## src/rtl/tribus_arbiter_pkg.sv

```systemverilog
`timescale 1ns/10ps
// Shared FSM state encoding for the tri-state bus arbiter.
package tribus_arbiter_pkg;

    typedef enum logic [1:0] {
        IDLE  = 2'b00,
        GRANT = 2'b01,
        TURN  = 2'b10
    } state_t;

endpackage

```

## src/rtl/tribus_arbiter_rr_pick.sv

```systemverilog
`timescale 1ns/10ps
// Circular first-set-bit finder: first REQ bit at or after PTR, wrapping N-1 -> 0.
module rr_pick #(
    parameter int unsigned N = 4,
    localparam int unsigned IW = $clog2(N)
) (
    input  logic [N-1:0]  REQ,
    input  logic [IW-1:0] PTR,
    output logic          VALID,
    output logic [IW-1:0] IDX
);

    logic [2*N-1:0] dbl;
    logic [N-1:0]   rot;

    // Rotate requests so PTR lands on bit 0, then take the lowest set bit.
    always_comb begin
        dbl   = {REQ, REQ} >> PTR;
        rot   = dbl[N-1:0];
        VALID = |rot;
        IDX   = '0;
        for (int k = N - 1; k >= 0; k--) begin
            if (rot[k]) begin
                IDX = IW'((int'(PTR) + k) % N);
            end
        end
    end

endmodule

```

## src/rtl/tribus_arbiter.sv

```systemverilog
`timescale 1ns/10ps
// Round-robin owner sequencer for a tribuf-driven shared bus.
// Produces one-hot (or zero) enables with a one-cycle gap between owners
// and a bounded hold time when other requesters are waiting.
module tribus_arbiter
    import tribus_arbiter_pkg::*;
#(
    parameter int unsigned N       = 4,
    parameter int unsigned MAXHOLD = 8,
    localparam int unsigned IW     = $clog2(N)
) (
    input  logic          CK,
    input  logic          R,
    input  logic [N-1:0]  REQ,
    output logic [N-1:0]  GNT,
    output logic [IW-1:0] OWNER,
    output logic          BUSY
);

    localparam int unsigned CW = $clog2(MAXHOLD + 1);

    state_t        state, state_n;
    logic [IW-1:0] ptr, ptr_n;
    logic [CW-1:0] cnt, cnt_n;
    logic [N-1:0]  gnt_n;
    logic [IW-1:0] owner_n;
    logic          busy_n;
    logic          pick_valid;
    logic [IW-1:0] pick_idx;
    logic          owner_req;
    logic          others_req;

    rr_pick #(.N(N)) u_pick (
        .REQ   (REQ),
        .PTR   (ptr),
        .VALID (pick_valid),
        .IDX   (pick_idx)
    );

    // State and output registers; reset clears enables immediately.
    always_ff @(posedge CK or posedge R) begin
        if (R) begin
            state <= IDLE;
            ptr   <= '0;
            cnt   <= '0;
            GNT   <= '0;
            OWNER <= '0;
            BUSY  <= 1'b0;
        end else begin
            state <= state_n;
            ptr   <= ptr_n;
            cnt   <= cnt_n;
            GNT   <= gnt_n;
            OWNER <= owner_n;
            BUSY  <= busy_n;
        end
    end

    // Next-state and next-output decode.
    always_comb begin
        state_n    = state;
        ptr_n      = ptr;
        cnt_n      = cnt;
        gnt_n      = GNT;
        owner_n    = OWNER;
        busy_n     = BUSY;
        // While granted, GNT is onehot(OWNER), so it doubles as the owner mask.
        owner_req  = |(REQ & GNT);
        others_req = |(REQ & ~GNT);

        case (state)
            IDLE, TURN: begin
                if (pick_valid) begin
                    state_n = GRANT;
                    gnt_n   = N'(1) << pick_idx;
                    owner_n = pick_idx;
                    busy_n  = 1'b1;
                    cnt_n   = CW'(1);
                end else begin
                    state_n = IDLE;
                    gnt_n   = '0;
                    busy_n  = 1'b0;
                end
            end
            GRANT: begin
                if (!owner_req || (cnt == CW'(MAXHOLD) && others_req)) begin
                    state_n = TURN;
                    gnt_n   = '0;
                    busy_n  = 1'b0;
                    ptr_n   = (OWNER == IW'(N - 1)) ? '0 : OWNER + IW'(1);
                end else if (cnt != CW'(MAXHOLD)) begin
                    cnt_n = cnt + CW'(1);
                end
            end
            default: begin
                state_n = IDLE;
                gnt_n   = '0;
                busy_n  = 1'b0;
            end
        endcase
    end

endmodule
```

## config.mk

```make
export PLATFORM = sky130hd
export DESIGN_NAME = tribus_arbiter
export DESIGN_NICKNAME = d
export VERILOG_FILES = /design/src/rtl/tribus_arbiter_pkg.sv /design/src/rtl/tribus_arbiter_rr_pick.sv /design/src/rtl/tribus_arbiter.sv
export SDC_FILE = /design/constraint.sdc
export NUM_CORES = 1
export LEC_CHECK = 0
export CORE_MARGIN = 2
export CORE_UTILIZATION = 49
export CTS_BUF_LIST = sky130_fd_sc_hd__clkbuf_2
export DETAILED_ROUTE_END_ITERATION = 12
export GPL_ROUTABILITY_DRIVEN = 0
export GPL_TIMING_DRIVEN = 0
export PLACE_DENSITY = 0.77
export RECOVER_POWER = 100
export REMOVE_ABC_BUFFERS = 1
export SLEW_MARGIN = 40
export SYNTH_ARGS = -nofsm -noshare
export SYNTH_HDL_FRONTEND = slang
export SYNTH_SLANG_ARGS = --single-unit
```

## constraint.sdc

```tcl
create_clock -name CK -period 1.39 [get_ports CK]
set_input_delay 0.139 -clock CK [delete_from_list [all_inputs] [get_ports CK]]
set_output_delay 0.139 -clock CK [all_outputs]
set_load 0.1 [all_outputs]
```

### After elaboration in Yosys (flattened, before gate mapping)

Index checks and enable logic that the tools add are counted.

* logic and storage cells: 55
* register bits after elaboration: 15
* output and inout port bits: 7
* input port bits: 6

* reductions and logical operators: 12
* shift operators: 2
* multiplexer cells: 18
* add/subtract/negate cells: 5
* equality and inequality tests: 9
* bitwise operators: 3

Operator list (count)
* two-way mux 4 bit: 5
* case mux 4 bit (2 select lines): 2
* two-way mux 2 bit: 6
* OR reduction 4 bit: 3
* bitwise AND 4 bit: 2
* inequality test 2 bit (second input constant): 4
* right shift 8 x 2 -> 4 bit: 1
* adder 2 x 1 -> 2 bit (second input constant): 2
* adder 2 bit (second input constant): 2
* adder 4 x 1 -> 4 bit (second input constant): 1
* equality test 2 bit (second input constant): 2
* equality test 4 bit (second input constant): 1
* inequality test 4 bit (second input constant): 1
* NOT 4 bit: 1
* case mux 2 bit (2 select lines): 1
* AND reduction 2 bit: 2
* AND reduction 4 bit: 1
* left shift 1 x 2 -> 4 bit (first input constant): 1
* two-way mux 1 bit: 3
* equality test 2 x 1 -> 1 bit (second input constant): 1
* zero test 2 bit: 1
* case mux 1 bit (2 select lines): 1
* nonzero test 2 bit: 1
* OR reduction 2 bit: 1
* other kinds (3): 3

### Logic depth before layout (Yosys ltp)

* depth in word-level cells: 8
* mapped depth: 7
* depth with buffers taken out: 6

### Cells and area by module

A second synthesis with hierarchy kept.

* cells, all modules: 82
* area, all modules: 820.8 um^2

By module, submodules not included
* tribus_arbiter: sequential area each 375.4 um^2, instances 1, cells each 67, area an instance 743.2 um^2
* rr_pick: sequential area each 0.0 um^2, instances 1, cells each 15, area an instance 77.6 um^2

### Worst setup path after synthesis

OpenSTA, ideal clock, no wires.

* kind: reg-to-reg
* from: register GNT[3]
* to: register ptr[0]
* library setup time: 0.128 ns
* arrival: 1.920 ns
* clock period less this slack: 2.047 ns
* cell stages (with the launch flop): 5
* path buffers: 0
* slack: -0.657 ns
* cells stage by stage: dfrtp_1 > and2b_4 > o41ai_4 > a21oi_2 > mux2_1

* word-level cells in the longest chain between the ends: 6
* elaborated cells between the ends (all ways): 9
* those cells by class: 3 x bitwise; 6 x reduce/logical

RTL lines
* from (decl): RTL line tribus_arbiter.sv:15 `output logic [N-1:0] GNT,`
* from (signal assigned): RTL line tribus_arbiter.sv:53 `GNT <= gnt_n;`
* NOT 4 bit: RTL line tribus_arbiter.sv:69 `others_req = |(REQ & ~GNT);`
* bitwise AND 4 bit: RTL line tribus_arbiter.sv:69
* OR reduction 4 bit: RTL line tribus_arbiter.sv:69
* logical AND 1 bit: RTL line tribus_arbiter.sv:86 `if (!owner_req || (cnt == CW'(MAXHOLD) && others_req)) begin`
* logical OR 1 bit *: RTL line tribus_arbiter.sv:86
* AND reduction 2 bit (no line) *
* to (signal assigned): RTL line tribus_arbiter.sv:51 `ptr <= ptr_n;`
* to (decl): RTL line tribus_arbiter.sv:23 `logic [IW-1:0] ptr, ptr_n;`

Every way passes the cells marked *; elsewhere a longest branch is shown, timed or not.
A chain may end at the register's enable or synchronous reset.

### Worst setup path after layout

* from: register cnt[0]
* to: register ptr[0]

* word-level cells in the longest chain between the ends: 4

RTL lines
* from (decl): RTL line tribus_arbiter.sv:24 `logic [CW-1:0] cnt, cnt_n;`
* from (signal assigned): RTL line tribus_arbiter.sv:52 `cnt <= cnt_n;`
* equality test 4 bit: RTL line tribus_arbiter.sv:86
* logical AND 1 bit: RTL line tribus_arbiter.sv:86
* logical OR 1 bit: RTL line tribus_arbiter.sv:86
* AND reduction 2 bit (no line)

No other way between the ends.

==> results.sh <==
export IMPL_fin_nets=110
export IMPL_grt_overflow=0
export IMPL_viasPerCell=5.793
export IMPL_critPathKind="reg2reg"
export IMPL_relSlewSlack_pct=60.62
export IMPL_violations="setup timing"
export IMPL_drt_initial_drc_count=10
export IMPL_slowest_delay_ps=420
export IMPL_routedWlPerCell_um=16.67
export IMPL_area_delta_synth_final_pct=33.23
export IMPL_ios=13
export IMPL_cp_top_family="flip-flops"
export IMPL_firstDrtPassIters=4
export IMPL_cts_tree="built"
export IMPL_met1_usage_pct=27.16
export IMPL_worstMarginPinSlew_ps=590.1
export IMPL_synth_edf_count=0
export IMPL_start_util_pct=53.98
export IMPL_fp_dieH_um=45.21
export IMPL_ant_nets=0
export IMPL_syn_inst=77
export IMPL_setup_worst_path_start_class="register"
export IMPL_cp_end_kind="register"
export IMPL_syn_area_per_cell_um2=10.81
export IMPL_ys_seq_area_share_pct=45.11
export IMPL_num_vias=672
export IMPL_grt_pass1_wl_um=3091
export IMPL_drv_slew=0
export IMPL_cts_buffers_inserted=3
export IMPL_hold_violations=0
export IMPL_yosysTopAreaCell="dfrtp_1"
export IMPL_diodes=0
export IMPL_rsz0062_at_grt="yes"
export IMPL_min_period_ps=1562
export IMPL_cp_slowest_cell="dfrtp_1"
export IMPL_ys_seq_elements=15
export IMPL_ys_top_cells_by_area="dfrtp_1, ha_1, mux2i_1"
export IMPL_cp_num_buf_inv=1
export IMPL_cts_hold_buf=0
export IMPL_port_buffers=12
export IMPL_cp_max_fo=3
export IMPL_final_cells=116
export IMPL_die_area_um2=2043
export IMPL_path_clk_slew_ps=150
export IMPL_die_w_um=45.21
export IMPL_cp_cell_sequence="inv_2 > ha_4 > and3b_4 > o41ai_4 > a21oi_4 > mux2_4"
export IMPL_dp_cells=103
export IMPL_ys_types=34
export IMPL_synth_top_area_share_pct=45.11
export IMPL_dp_hpwl_um=1188
export IMPL_fin_ws_ps=-172.2
export IMPL_antenna_found_initial=0
export IMPL_netlist_area_um2=832.0
export IMPL_wl_um=1934
export IMPL_grt_busiest_layer="met2"
export IMPL_grtUsageMet2_pct=34.00
export IMPL_timing_fmax_ghz=0.6401
export IMPL_yosysMostFrequentCell="dfrtp_1"
export IMPL_clock_path_buffers=2
export IMPL_grt_pass1_vias=692
export IMPL_clk_latency_ps=280
export IMPL_clockRootBuffer="clkbuf_2"
export IMPL_setup_viol=12
export IMPL_rows=14
export IMPL_outcome="complete, but fails checks"
export IMPL_critPathArrivalTime_ps=1750
export IMPL_grt_util_all_layers_pct=21.52
export IMPL_ys_flop_type="dfrtp_1"
export IMPL_h_tree_depth=1
export IMPL_cts_sinks=15
export IMPL_final_util_pct=71.92
export IMPL_hold_class="in2async"
export IMPL_synth_warning_count=0
export IMPL_grt_max_degree=16
export IMPL_synth_common_cells="dfrtp_1, nand2_1, inv_1, nor2_1, nor2b_1"
export IMPL_cap_violations=0
export IMPL_met3_usage_pct=3.200
export IMPL_remaining_drc_errors=0
export IMPL_skew_ps=0.7276
export IMPL_fp_coreArea_um2=1541
export IMPL_period_share_pct=112.4
export IMPL_async_reset_ff_share_pct=100.0
export IMPL_drive_gt1_share_pct=43.00
export IMPL_worstPathRequired_ps=1570
-- per-stage QoR --
stage          setup slack (ps)  setup TNS (ps)  hold slack (ps)  area, µm²
3_3_place_gp             -376.8           -6283            465.0      959.7
3_5_place_dp             -416.3           -4679            467.8      924.6
5_1_grt                  -241.1           -2230            383.0       1109
6_report                 -172.2           -1511            330.1       1109
2_1_floorplan            -657.4           -7472            40.48      819.5
4_1_cts                  -192.2           -1149            192.9       1050
-- final timing paths --
kind                       startpoint       end  slack, ps  cells past startpoint
min reg2reg                    cnt[3]    cnt[3]        500                      1
max in group asynchronous           R    GNT[0]        650                      2
min                                 R    cnt[3]        330                      2
max                            cnt[0]    ptr[0]       -170                      6
min in group CK                REQ[0]  state[1]        490                      4
max reg2reg                    cnt[0]    ptr[0]       -170                      6
-- flip-flops by register name, summed over array words and instances, names as in the netlist --
| name | count |
|---|---|
| GNT | 4 |
| cnt | 4 |
| OWNER | 2 |
| ptr | 2 |
| state | 2 |
| BUSY | 1 |
-- layer usage --
layer  vias up  share of wire [%]
met5         -                  0
met3         6                2.0
li1        328                  -
met2        11                 48
met4         0                2.4
met1       327                 48
-- cell type report --
class | instances | area, µm²
Multi-Input combinational cell | 56 | 515.5
Timing Repair Buffer | 21 | 161.4
Fill cell | 117 | 432.9
Sequential cell | 15 | 376.6
Clock buffer | 4 | 20.02
Inverter | 4 | 15.01
Tap cell | 16 | 20.02
-- logic make-up after synthesis --
group | share of synthesized area [%]
simple gates | 21.20
compound gates | 19.55
flops | 45.11
buf+inv | 3.308
mux | 6.316
fa+ha+maj | 4.512
-- layout by cell type, fill, tap and decap left out, types with 4 or more instances in the layout --
master,synthesis,layout
buf_4,1,8
nor2_1,4,4
dfrtp_1,15,14
clkbuf_2,0,7
nand2_1,6,6
nor2b_1,4,4
-- timing repair --
item	in CTS	in global routing
gates resized for setup	16	8
setup endpoints to repair	13	14
pin swaps	6	4
buffers inserted	6	3
Power is left out: the tool's default activity adds up to more than one toggle a clock period on the data nets, which glitch-free logic cannot reach.
